==> config.mk <==
export PLATFORM = sky130hd
export DESIGN_NAME = ctrl_enchimento_multibico_flat
export DESIGN_NICKNAME = d
export VERILOG_FILES = /design/src/rtl/ctrl_enchimento_multibico_if.sv /design/src/rtl/ctrl_enchimento_multibico.sv /design/src/flat_wrapper.sv
export SDC_FILE = /design/constraint.sdc
export NUM_CORES = 1
export LEC_CHECK = 0
export ABC_AREA = 0
export BUFFER_PORTS_ARGS = -buffer_cell sky130_fd_sc_hd__buf_2
export CAP_MARGIN = 10
export CORE_MARGIN = 2
export CORE_UTILIZATION = 61
export CTS_BUF_LIST = sky130_fd_sc_hd__clkbuf_2
export CTS_CLUSTER_SIZE = 30
export DETAILED_ROUTE_END_ITERATION = 10
export GPL_ROUTABILITY_DRIVEN = 0
export PLACE_DENSITY = 0.94
export RECOVER_POWER = 50
export SETUP_SLACK_MARGIN = 0.02
export SKIP_LAST_GASP = 1
export SLEW_MARGIN = 20
export SYNTH_ARGS = -nofsm -noshare
export SYNTH_HDL_FRONTEND = slang
export SYNTH_SLANG_ARGS = --single-unit
==> constraint.sdc <==
create_clock -name clk -period 2.96 [get_ports clk]
set_input_delay 0.888 -clock clk [delete_from_list [all_inputs] [get_ports clk]]
set_output_delay 0.888 -clock clk [all_outputs]
set_load 0.05 [all_outputs]
==> src/rtl/ctrl_enchimento_multibico_if.sv <==
// ctrl_enchimento_multibico_if: handshake/sensor/actuator bundle between the master sequencer and the filling controller
//  master: drives cmd_iniciar, sensor_nivel, garrafa_concluida, ack_erro; observes the rest
//  slave : the controller side, drives esteira, valvula_ativa, tarefa_concluida, erro_timeout, estado, cont_lotes
interface ctrl_enchimento_multibico_if #(
  parameter int N_BICOS = 2,
  parameter int CONT_W  = 16
);
  logic               cmd_iniciar;
  logic [N_BICOS-1:0] sensor_nivel;
  logic               garrafa_concluida;
  logic               ack_erro;
  logic               esteira;
  logic [N_BICOS-1:0] valvula_ativa;
  logic               tarefa_concluida;
  logic               erro_timeout;
  logic [2:0]         estado;
  logic [CONT_W-1:0]  cont_lotes;
  modport master (
    output cmd_iniciar, sensor_nivel, garrafa_concluida, ack_erro,
    input  esteira, valvula_ativa, tarefa_concluida, erro_timeout, estado, cont_lotes
  );
  modport slave (
    input  cmd_iniciar, sensor_nivel, garrafa_concluida, ack_erro,
    output esteira, valvula_ativa, tarefa_concluida, erro_timeout, estado, cont_lotes
  );
endinterface

==> src/rtl/ctrl_enchimento_multibico.sv <==
// ctrl_enchimento_multibico: Moore controller for a multi-nozzle bottle-filling station
//  clk   : system clock
//  reset : asynchronous, active-high
//  bus   : slave side of ctrl_enchimento_multibico_if (commands, level sensors, valves, status, batch counter)
module ctrl_enchimento_multibico #(
  parameter int N_BICOS    = 2,
  parameter int T_ESTEIRA  = 50000000,
  parameter int DEB_CICLOS = 16,
  parameter int T_TIMEOUT  = 250000000,
  parameter int CONT_W     = 16
) (
  input logic clk,
  input logic reset,
  ctrl_enchimento_multibico_if.slave bus
);
  typedef enum logic [2:0] {
    IDLE      = 3'd0,
    ESTEIRA   = 3'd1,
    ENCHENDO  = 3'd2,
    CONCLUIDO = 3'd3,
    ERRO      = 3'd4
  } estado_t;
  localparam int T_MAX = (T_TIMEOUT > T_ESTEIRA) ? T_TIMEOUT : T_ESTEIRA;
  localparam int TW = $clog2(T_MAX + 1);
  localparam int DW = $clog2(DEB_CICLOS + 1);
  localparam logic [TW-1:0] T_EST_FIM = TW'(T_ESTEIRA - 1);
  localparam logic [TW-1:0] T_TO_FIM  = TW'(T_TIMEOUT - 1);
  localparam logic [DW-1:0] DEB_MAX   = DW'(DEB_CICLOS);
  estado_t            estado_q, estado_d;
  logic [TW-1:0]      timer_q, timer_d;
  logic [N_BICOS-1:0] valv_q, valv_d;
  logic [CONT_W-1:0]  cont_q, cont_d;
  logic [N_BICOS-1:0] sync1_q, sync2_q;
  logic [DW-1:0]      deb_cnt_q [N_BICOS];
  logic [DW-1:0]      deb_cnt_d [N_BICOS];
  logic [N_BICOS-1:0] deb;
  always_ff @(posedge clk or posedge reset) begin
    if (reset) begin
      estado_q <= IDLE;
      timer_q  <= '0;
      valv_q   <= '0;
      cont_q   <= '0;
      sync1_q  <= '0;
      sync2_q  <= '0;
      for (int i = 0; i < N_BICOS; i++) deb_cnt_q[i] <= '0;
    end else begin
      estado_q <= estado_d;
      timer_q  <= timer_d;
      valv_q   <= valv_d;
      cont_q   <= cont_d;
      sync1_q  <= bus.sensor_nivel;
      sync2_q  <= sync1_q;
      for (int i = 0; i < N_BICOS; i++) deb_cnt_q[i] <= deb_cnt_d[i];
    end
  end
  // saturating count of consecutive synced highs; any low sample restarts it
  always_comb begin
    for (int i = 0; i < N_BICOS; i++) begin
      deb_cnt_d[i] = !sync2_q[i] ? '0 : (deb_cnt_q[i] == DEB_MAX) ? deb_cnt_q[i] : deb_cnt_q[i] + DW'(1);
      deb[i]       = deb_cnt_q[i] >= DEB_MAX;
    end
  end
  always_comb begin
    estado_d = estado_q;
    timer_d  = timer_q + TW'(1);
    valv_d   = valv_q;
    cont_d   = cont_q;
    case (estado_q)
      IDLE: begin
        timer_d  = '0;
        estado_d = bus.cmd_iniciar ? ESTEIRA : IDLE;
      end
      ESTEIRA: begin
        if (!bus.cmd_iniciar) begin
          estado_d = IDLE;
          timer_d  = '0;
        end else if (timer_q == T_EST_FIM) begin
          estado_d = ENCHENDO;
          timer_d  = '0;
          valv_d   = '1;
        end
      end
      ENCHENDO: begin
        // closed valves stay closed; a valve closing on the timeout edge avoids ERRO
        valv_d = valv_q & ~deb;
        if (!bus.cmd_iniciar) begin
          estado_d = IDLE;
          timer_d  = '0;
          valv_d   = '0;
        end else if (valv_q == '0) begin
          estado_d = CONCLUIDO;
          timer_d  = '0;
        end else if (timer_q == T_TO_FIM && valv_d != '0) begin
          estado_d = ERRO;
          timer_d  = '0;
          valv_d   = '0;
        end
      end
      CONCLUIDO: begin
        timer_d = '0;
        if (!bus.cmd_iniciar && bus.garrafa_concluida) begin
          estado_d = IDLE;
          cont_d   = cont_q + CONT_W'(1);
        end
      end
      ERRO: begin
        timer_d  = '0;
        valv_d   = '0;
        estado_d = (bus.ack_erro && !bus.cmd_iniciar) ? IDLE : ERRO;
      end
      default: begin
        estado_d = IDLE;
        timer_d  = '0;
        valv_d   = '0;
      end
    endcase
  end
  assign bus.esteira          = estado_q == ESTEIRA;
  assign bus.tarefa_concluida = estado_q == CONCLUIDO;
  assign bus.erro_timeout     = estado_q == ERRO;
  assign bus.valvula_ativa    = valv_q;
  assign bus.estado           = estado_q;
  assign bus.cont_lotes       = cont_q;
endmodule

==> src/flat_wrapper.sv <==
// flat-port wrapper written by rule: the top's interface ports become plain ports
module ctrl_enchimento_multibico_flat 
#(
  parameter int N_BICOS    = 2,
  parameter int T_ESTEIRA  = 50000000,
  parameter int DEB_CICLOS = 16,
  parameter int T_TIMEOUT  = 250000000,
  parameter int CONT_W     = 16
)
  (clk, reset, bus_cmd_iniciar, bus_sensor_nivel, bus_garrafa_concluida, bus_ack_erro, bus_esteira, bus_valvula_ativa, bus_tarefa_concluida, bus_erro_timeout, bus_estado, bus_cont_lotes);
  ctrl_enchimento_multibico_if #(.N_BICOS(N_BICOS), .CONT_W(CONT_W)) bus_i ();
  input logic clk;
  input logic reset;
  input wire logic [$bits(bus_i.cmd_iniciar)-1:0] bus_cmd_iniciar;
  input wire logic [$bits(bus_i.sensor_nivel)-1:0] bus_sensor_nivel;
  input wire logic [$bits(bus_i.garrafa_concluida)-1:0] bus_garrafa_concluida;
  input wire logic [$bits(bus_i.ack_erro)-1:0] bus_ack_erro;
  output wire logic [$bits(bus_i.esteira)-1:0] bus_esteira;
  output wire logic [$bits(bus_i.valvula_ativa)-1:0] bus_valvula_ativa;
  output wire logic [$bits(bus_i.tarefa_concluida)-1:0] bus_tarefa_concluida;
  output wire logic [$bits(bus_i.erro_timeout)-1:0] bus_erro_timeout;
  output wire logic [$bits(bus_i.estado)-1:0] bus_estado;
  output wire logic [$bits(bus_i.cont_lotes)-1:0] bus_cont_lotes;
  assign bus_i.cmd_iniciar = bus_cmd_iniciar;
  assign bus_i.sensor_nivel = bus_sensor_nivel;
  assign bus_i.garrafa_concluida = bus_garrafa_concluida;
  assign bus_i.ack_erro = bus_ack_erro;
  assign bus_esteira = bus_i.esteira;
  assign bus_valvula_ativa = bus_i.valvula_ativa;
  assign bus_tarefa_concluida = bus_i.tarefa_concluida;
  assign bus_erro_timeout = bus_i.erro_timeout;
  assign bus_estado = bus_i.estado;
  assign bus_cont_lotes = bus_i.cont_lotes;
  ctrl_enchimento_multibico #(.N_BICOS(N_BICOS), .T_ESTEIRA(T_ESTEIRA), .DEB_CICLOS(DEB_CICLOS), .T_TIMEOUT(T_TIMEOUT), .CONT_W(CONT_W)) u_core (.clk(clk), .reset(reset), .bus(bus_i));
endmodule
Word level (Yosys, flattened, before mapping)
Index checks and enable logic that the tools add are counted.
{"block": "totals", "regBits": 63, "elab_cells": 68, "inputBits": 7, "output_inout_bits": 24}
{"block": "classes", "n_lt_le_gt_ge": 2, "add_sub_neg": 4, "n_reduce_logical": 11, "muxes": 25, "eq_ne": 15, "n_bitwise": 3}
{"op": "2-to-1 mux 28 bit", "count": 5}
{"op": "case mux 28 bit (2 select lines)", "count": 1}
{"op": "adder 28 x 1 -> 28 bit, second input constant", "count": 1}
{"op": "== test 28 x 26 -> 1 bit, second input constant", "count": 1}
{"op": "== test 28 bit, second input constant", "count": 1}
{"op": "2-to-1 mux 3 bit", "count": 7}
{"op": "2-to-1 mux 5 bit", "count": 4}
{"op": "adder 16 x 1 -> 16 bit, second input constant", "count": 1}
{"op": "case mux 3 bit (5 select lines)", "count": 1}
{"op": "adder 5 x 1 -> 5 bit, second input constant", "count": 2}
{"op": "== test 5 bit, second input constant", "count": 2}
{"op": ">= comparator 5 bit, second input constant", "count": 2}
{"op": "2-to-1 mux 2 bit", "count": 5}
{"op": "== test 3 x 2 -> 1 bit, second input constant", "count": 2}
{"op": "inequality test 2 bit, second input constant", "count": 3}
{"op": "case mux 2 bit (3 select lines)", "count": 1}
{"op": "AND reduction 3 bit", "count": 2}
{"op": "inequality test 2 x 1 -> 1 bit, second input constant", "count": 2}
{"op": "inequality test 4 x 2 -> 1 bit, second input constant", "count": 1}
{"op": "== test 3 x 1 -> 1 bit, second input constant", "count": 1}
{"op": "== test 3 bit, second input constant", "count": 1}
{"op": "logical AND 1 bit", "count": 3}
{"op": "zero test 3 bit", "count": 1}
{"op": "inequality test 3 x 2 -> 1 bit, second input constant", "count": 1}
{"op": "other kinds (9)", "count": 9}

Longest topological paths before layout
Gate-level depths: netlist (run 1).
{"block": "depth", "depth_word": 9, "ltp_mapped": 7}

Worst setup path after synthesis (run 1)
No wires, ideal clock.
{"block": "synth_path", "path_kind": "register -> output", "startpoint": "reg u_core.estado_q[2], in the netlist u_core.bus.estado[2]", "endpoint": "out bus_erro_timeout", "required_time_ns": 2.072, "path_slack_ns": -0.048, "path_stages_with_launch": 3, "t_arrival_ns": 2.120, "path_cell_list": "dfrtp_1 -> clkbuf_1 -> nor3b_1"}
{"block": "synth_between", "elab_chain_len": 1}
{"item": "start, declared", "line_no": "ctrl_enchimento_multibico.sv:29", "text": "estado_t estado_q, estado_d;"}
{"item": "start signal, assigned", "line_no": "ctrl_enchimento_multibico.sv:47", "text": "estado_q <= estado_d;"}
{"item": "== test 3 bit", "line_no": "ctrl_enchimento_multibico.sv:120", "text": "assign bus.erro_timeout = estado_q == ERRO;"}
{"item": "end, declared", "line_no": "flat_wrapper.sv:21", "text": "output wire logic [$bits(bus_i.erro_timeout)-1:0] bus_erro_timeout;"}
Every way passes these cells.

Worst setup path after layout (run 1)
{"block": "layout_path", "startpoint": "reg u_core.estado_q[1], in the netlist u_core.bus.estado[1]", "endpoint": "out bus_tarefa_concluida"}
{"block": "layout_between", "elab_chain_len": 1}
{"item": "== test 3 x 2 -> 1 bit", "line_no": "ctrl_enchimento_multibico.sv:119", "text": "assign bus.tarefa_concluida = estado_q == CONCLUIDO;"}
{"item": "end, declared", "line_no": "flat_wrapper.sv:20", "text": "output wire logic [$bits(bus_i.tarefa_concluida)-1:0] bus_tarefa_concluida;"}
Every way passes these cells.

==> impl_metrics.tcl, run 1 <==
set metrics [dict create \
    synth_edf_count 0 \
    vias_per_cell 5.595 \
    p_switching_w 0.0007207 \
    cts_sinks 63 \
    power.leakage_nw 1.561 \
    criticalPathCategory "reg -> out" \
    synth_top_cell_by_area "dfrtp_1" \
    grt_start_max_net_pins 37 \
    setup_viol 0 \
    diodes 0 \
    yosysMostFrequentCell "dfrtp_1" \
    status "completed" \
    total_power_w 0.002034 \
    clk_latency_ns 0.50 \
    dp_cells 389 \
    detail_route.wl_per_cell_um 14.62 \
    power_frac_clock_pct 30.0 \
    cts-root-buf "clkbuf_2" \
    tns_ns 0 \
    dp_hpwl_um 4098 \
    synth_common_cells "63 x dfrtp_1, 42 x nor2_1, 27 x xor2_1" \
    fmax_mhz 387.6 \
    period_minus_slack_ns 2.580 \
    combPwrFrac_pct 21.5 \
    final_cells 405 \
    htree_levels 3 \
    async_reset_ff_share_pct 100.0 \
    cp.required_ns 2.07 \
    slew_headroom_pct 32.24 \
    fp-row-count 25 \
    worst_setup_path_start_kind "flop" \
    ant_nets 0 \
    drt_iter0_markers 110 \
    numCtsBuffers 9 \
    yosysUniqueCellTypes 35 \
    intPower_w 0.001313 \
    grt_pass1_wl_um 9673 \
    endpoint_kind "output pin" \
    drt_wl_total_um 5920 \
    fin_skew_ns 0.03469 \
    ys_seq_elements 63 \
    dieArea_um2 5645 \
    io_buffers 30 \
    final_area_um2 3432 \
    drcViolationCount 0 \
    syn_area_um2 3087 \
    grt-ovfl-total 0 \
    die_y_um 75.14 \
    yosys_warnings 0 \
    rsz0062_at_grt "false" \
    syn2layout_area_growth_pct 11.19 \
    num_vias 2266 \
    antenna_found_initial 0 \
    cp.arrival_ns 1.69 \
    syn_area_per_cell_um2 10.39 \
    critPathMaxFanout 8 \
    drv_cap 0 \
    power_density_nw_per_um2 592.5 \
    clkTransAtPathRegs_ns 0.20 \
    hp-class "reg -> reg" \
    die_w_um 75.14 \
    synth.area.top_cells "dfrtp_1 51%, xor2_1 7.7%, xnor2_1 6.2%" \
    drv_slew 0 \
    finalCritPeriodShare_pct 87.17 \
    cts_tree "built" \
    seqPwrFrac_pct 48.5 \
    ios 31 \
    start_util_pct 64.50 \
    ys.flop_type "dfrtp_1" \
    tightestPinTransition_ns 1.015 \
    dr.pass1.iters 4 \
    nets 346 \
    ir_worst_vdd_v 0.0003048 \
    dpl_cell_area_um2 3307 \
    drive_above_1_share_pct 16.57 \
    p_sw_share_pct 35.44 \
    first_global_vias 2197 \
    cts-resized-gates 0 \
    post-cts-setup-buffers 0 \
    synth_cells 297 \
    grt_usage_pct 23.02 \
    finalHoldViolCount 0 \
    core_area_um2 4786 \
    clk_path_buf_depth 2 \
    syn_nets 310 \
    synth_top_cell_area_share_pct 51.07 \
    postCtsHoldBufs 0 \
    ys_seq_area_share_pct 51.07 \
]
==> sequential cells by signal, summed over array words and instances, names as in the netlist <==
signal / flops
u_core.deb_cnt_q: 10
u_core.sync1_q: 2
u_core.bus.cont_lotes: 16
u_core.bus.valvula_ativa: 2
u_core.bus.estado: 3
u_core.timer_q: 28
u_core.sync2_q: 2
==> logic make-up (layout without fill, tap and decap cells) <==
group | after synthesis | after routing | synth area share, %
AO/OA/AOI/OAI | 14 | 14 | 3.324
XOR/XNOR | 49 | 49 | 13.90
adder cells (fa/ha/maj) | 6 | 6 | 2.432
buffers and inverters | 19 | 60 | 2.797
flip-flops | 63 | 63 | 51.07
multiplexers | 3 | 3 | 1.013
AND/OR/NAND/NOR | 143 | 143 | 25.46
==> critical path: stages (launching register included) <==
cell	delay (ns)
dfrtp_1	0.52
inv_1	0.12
nor3b_1	0.24
buf_2	0.31
==> layer usage <==
layer	vias up	global-route usage (%)	wire length, µm
met5	-	0	0
met4	0	12.48	78
met3	10	3.614	210
met2	38	37.72	2999
met1	1130	29.44	2633
li1	1088	-	-
==> through the flow <==
stage	setup slack, ns	hold slack [ns]	utilization, %
after global routing	0.2717	0.3892	71.71
after global placement	0.7404	0.3333	69.10
after CTS	0.3507	0.3736	72.03
after floorplan	-0.04789	0.3312	-
after detailed placement	0.6038	0.3379	69.10
final	0.3797	0.3701	71.71
==> cells in the final DEF, fill, tap and decap left out, types with 4 or more instances in the layout <==
cell type | netlist | final
and3_1 | 6 | 6
nor2_1 | 42 | 42
a21oi_1 | 5 | 5
xor2_1 | 27 | 27
xnor2_1 | 22 | 22
nand3_1 | 25 | 25
clkbuf_2 | 0 | 10
and2_1 | 9 | 6
nor3b_1 | 6 | 6
dfrtp_1 | 63 | 63
nand2_1 | 16 | 16
and2_0 | 1 | 4
nand4_1 | 16 | 16
buf_2 | 0 | 30
inv_1 | 12 | 12
ha_1 | 6 | 6
==> final cells by class <==
| class | instances | area, µm² |
|---|---|---|
| clock buffers | 9 | 45.04 |
| inverters | 12 | 45.04 |
| clock inverters | 7 | 95.09 |
| flip-flops and latches | 63 | 1577 |
| fillers | 342 | 1354 |
| multi-input cells | 215 | 1424 |
| repair buffers | 32 | 162.7 |
| well taps | 67 | 83.83 |
==> worst paths after layout <==
kind / start / end / slack [ns] / cells after the start
max in group asynchronous: reset / u_core.deb_cnt_q[2]$_DFFE_PP0P_ / 0.97 / 3
min reg2reg: u_core.sync1_q[1]$_DFF_PP0_ / u_core.sync2_q[1]$_DFF_PP0_ / 0.37 / 0
max: u_core.bus.estado[1]$_DFFE_PP0P_ / bus_tarefa_concluida / 0.38 / 3
min in group asynchronous: reset / u_core.bus.cont_lotes[9]$_DFFE_PP0P_ / 0.58 / 2
max reg2reg: u_core.timer_q[0]$_DFF_PP0_ / u_core.timer_q[23]$_DFF_PP0_ / 0.52 / 7
min: u_core.sync1_q[1]$_DFF_PP0_ / u_core.sync2_q[1]$_DFF_PP0_ / 0.37 / 0
==> power by group through the flow <==
stage / logic, W / clock network (W) / registers (W)
6_report: 0.000438 / 0.000610 / 0.000986
5_1_grt: 0.000477 / 0.000654 / 0.000997
4_1_cts: 0.000445 / 0.000627 / 0.000986
3_5_place_dp: 0.000444 / 0 / 0.00100
3_3_place_gp: 0.000430 / 0 / 0.000996
2_1_floorplan: 0.000249 / 0 / 0.00110
Power figures use the tool's default switching activity.
==> inputs of run 2 (changes only) <==
--- a/config.mk
+++ b/config.mk
@@ -9,12 +9,12 @@
 export BUFFER_PORTS_ARGS = -buffer_cell sky130_fd_sc_hd__buf_2
 export CAP_MARGIN = 10
 export CORE_MARGIN = 2
-export CORE_UTILIZATION = 61
+export CORE_UTILIZATION = 60
 export CTS_BUF_LIST = sky130_fd_sc_hd__clkbuf_2
 export CTS_CLUSTER_SIZE = 30
 export DETAILED_ROUTE_END_ITERATION = 10
 export GPL_ROUTABILITY_DRIVEN = 0
-export PLACE_DENSITY = 0.94
+export PLACE_DENSITY = 0.93
 export RECOVER_POWER = 50
 export SETUP_SLACK_MARGIN = 0.02
 export SKIP_LAST_GASP = 1
==> impl_metrics.tcl, run 2 (same netlist as run 1, synthesis figures left out) <==
set metrics [dict create \
    status "finished with violations" \
    violations "capacitance limit" \
    fin_skew_ns 0.01085 \
    diodes 0 \
    min_to "u_core.sync2_q[0]$_DFF_PP0_" \
    finalCritPeriodShare_pct 83.26 \
    vias_per_cell 5.559 \
    cp.arrival_ns 1.58 \
    dr.pass1.iters 4 \
    grt_start_max_net_pins 64 \
    core_area_um2 5042 \
    postCtsHoldBufs 0 \
    hp-class "reg -> reg" \
    final_cell_mix "63 x dfrtp_1, 42 x nor2_1, 30 x buf_2, 27 x xor2_1, 25 x nand3_1" \
    nFillCells 382 \
    rr_worst_depth 7 \
    numCtsBuffers 9 \
    tns_ns 0 \
    drv_slew 0 \
    post-cts-setup-buffers 0 \
    largest_reg_flops 28 \
    drcViolationCount 0 \
    first_global_vias 2115 \
    slew_headroom_pct 0.5772 \
    hold_depth 0 \
    endpoint_kind "output pin" \
    period_minus_slack_ns 2.464 \
    power.leakage_nw 1.535 \
    rsz0062_at_grt "false" \
    cp.required_ns 2.07 \
    cts-root-buf "clkbuf_2" \
    grt_pass1_wl_um 8825 \
    power_density_nw_per_um2 538.6 \
    die_y_um 75.73 \
    ir_worst_vdd_v 0.0004153 \
    nets 346 \
    worst_setup_path_start_kind "flop" \
    tightestPinTransition_ns 1.491 \
    num_vias 2268 \
    finalHoldViolCount 0 \
    clk_path_buf_depth 2 \
    setup_viol 0 \
    final_util_pct 66.95 \
    cts_sinks 63 \
    ios 31 \
    ant_nets 0 \
    dp_hpwl_um 3835 \
    drt_wl_total_um 5477 \
    critPathMaxFanout 13 \
    detail_route.wl_per_cell_um 13.42 \
    io_buffers 30 \
    syn2layout_area_growth_pct 9.364 \
    criticalPathCategory "reg -> out" \
    antenna_found_initial 0 \
    seq_area_um2 1577 \
    min_from "u_core.sync1_q[0]$_DFF_PP0_" \
    drive_above_1_share_pct 15.98 \
    clk_latency_ns 0.47 \
    final_cells 408 \
    pre_cts_ws_ns 0.6174 \
    rrSetupSlack_ns 0.66 \
    setup_ws_ns 0.4956 \
    die_w_um 75.73 \
    cts-resized-gates 0 \
    drv_cap 1 \
    worstReg2RegEnd "u_core.timer_q[13]$_DFF_PP0_" \
    grt_usage_pct 20.65 \
    regToRegStartpoint "u_core.timer_q[0]$_DFF_PP0_" \
    dp_cells 392 \
    multi_input_area_um2 1424 \
    fp-row-count 26 \
    dieArea_um2 5734 \
    cts_tree "built" \
    final_common_cell "dfrtp_1" \
    grt-ovfl-total 0 \
    clkTransAtPathRegs_ns 0.16 \
    htree_levels 3 \
    start_util_pct 61.22 \
    regMostFlops "u_core.timer_q" \
    drt_iter0_markers 119 \
    hold_ws_ns 0.3685 \
    fmax_mhz 405.8 \
]
## run 2: cell count changes in the layout (fill, tap and decap cells not counted), sizes merged
| cell | before | now |
|---|---|---|
| bufinv | 2 | 0 |
| clkinv | 3 | 4 |
| clkbuf | 10 | 12 |
| inv | 13 | 12 |
## run 2: worst max path at each step
stage,startpoint,endpoint,slack (ns),cells after the start
after global placement,bus_garrafa_concluida,u_core.bus.cont_lotes[7]$_DFFE_PP0P_,0.74,6
final,u_core.bus.estado[0]$_DFFE_PP0P_,bus_erro_timeout,0.50,2
after CTS,u_core.bus.estado[0]$_DFFE_PP0P_,bus_erro_timeout,0.47,2
after global routing,u_core.bus.estado[0]$_DFFE_PP0P_,bus_erro_timeout,0.37,2
after detailed placement,bus_garrafa_concluida,u_core.bus.cont_lotes[7]$_DFFE_PP0P_,0.62,6
after floorplan,u_core.bus.estado[2]$_DFFE_PP0P_,bus_erro_timeout,-0.05,2
## run 2: final cells by class
class,instances,area share (%)
inverters,12,1.334
multi-input cells,215,42.18
flip-flops and latches,63,46.70
clock buffers,11,1.631
well taps,70,2.595
clock inverters,5,0.7413
repair buffers,32,4.818
## run 2: through the flow
| step | total power, W | area [µm²] |
|---|---|---|
| 5_1_grt | 0.001923 | 3376 |
| 6_report | 0.001818 | 3376 |
| 2_1_floorplan | 0.001346 | 3087 |
| 3_3_place_gp | 0.001425 | 3311 |
| 4_1_cts | 0.001839 | 3391 |
| 3_5_place_dp | 0.001443 | 3311 |
## run 2: critical path: stages (launching register included)
cell and delay (ns):
dfrtp_1 0.53, nor3b_1 0.27, buf_2 0.30
## run 2: layer usage
layer / share of wire [%] / global-route usage, % / wire length, µm / up-vias
li1: - / - / - / 1084
met2: 50 / 33.14 / 2722 / 44
met4: 2.3 / 10.72 / 127 / 0
met5: 0 / 0 / 0 / -
met3: 3.9 / 6.481 / 212 / 14
met1: 44 / 25.06 / 2414 / 1126
## run 2: where the power goes
part | internal, W | switching [W]
combinational | 0.000121 | 0.000313
clock | 0.000109 | 0.000289
sequential | 0.000911 | 0.0000746
total | 0.00114 | 0.000677
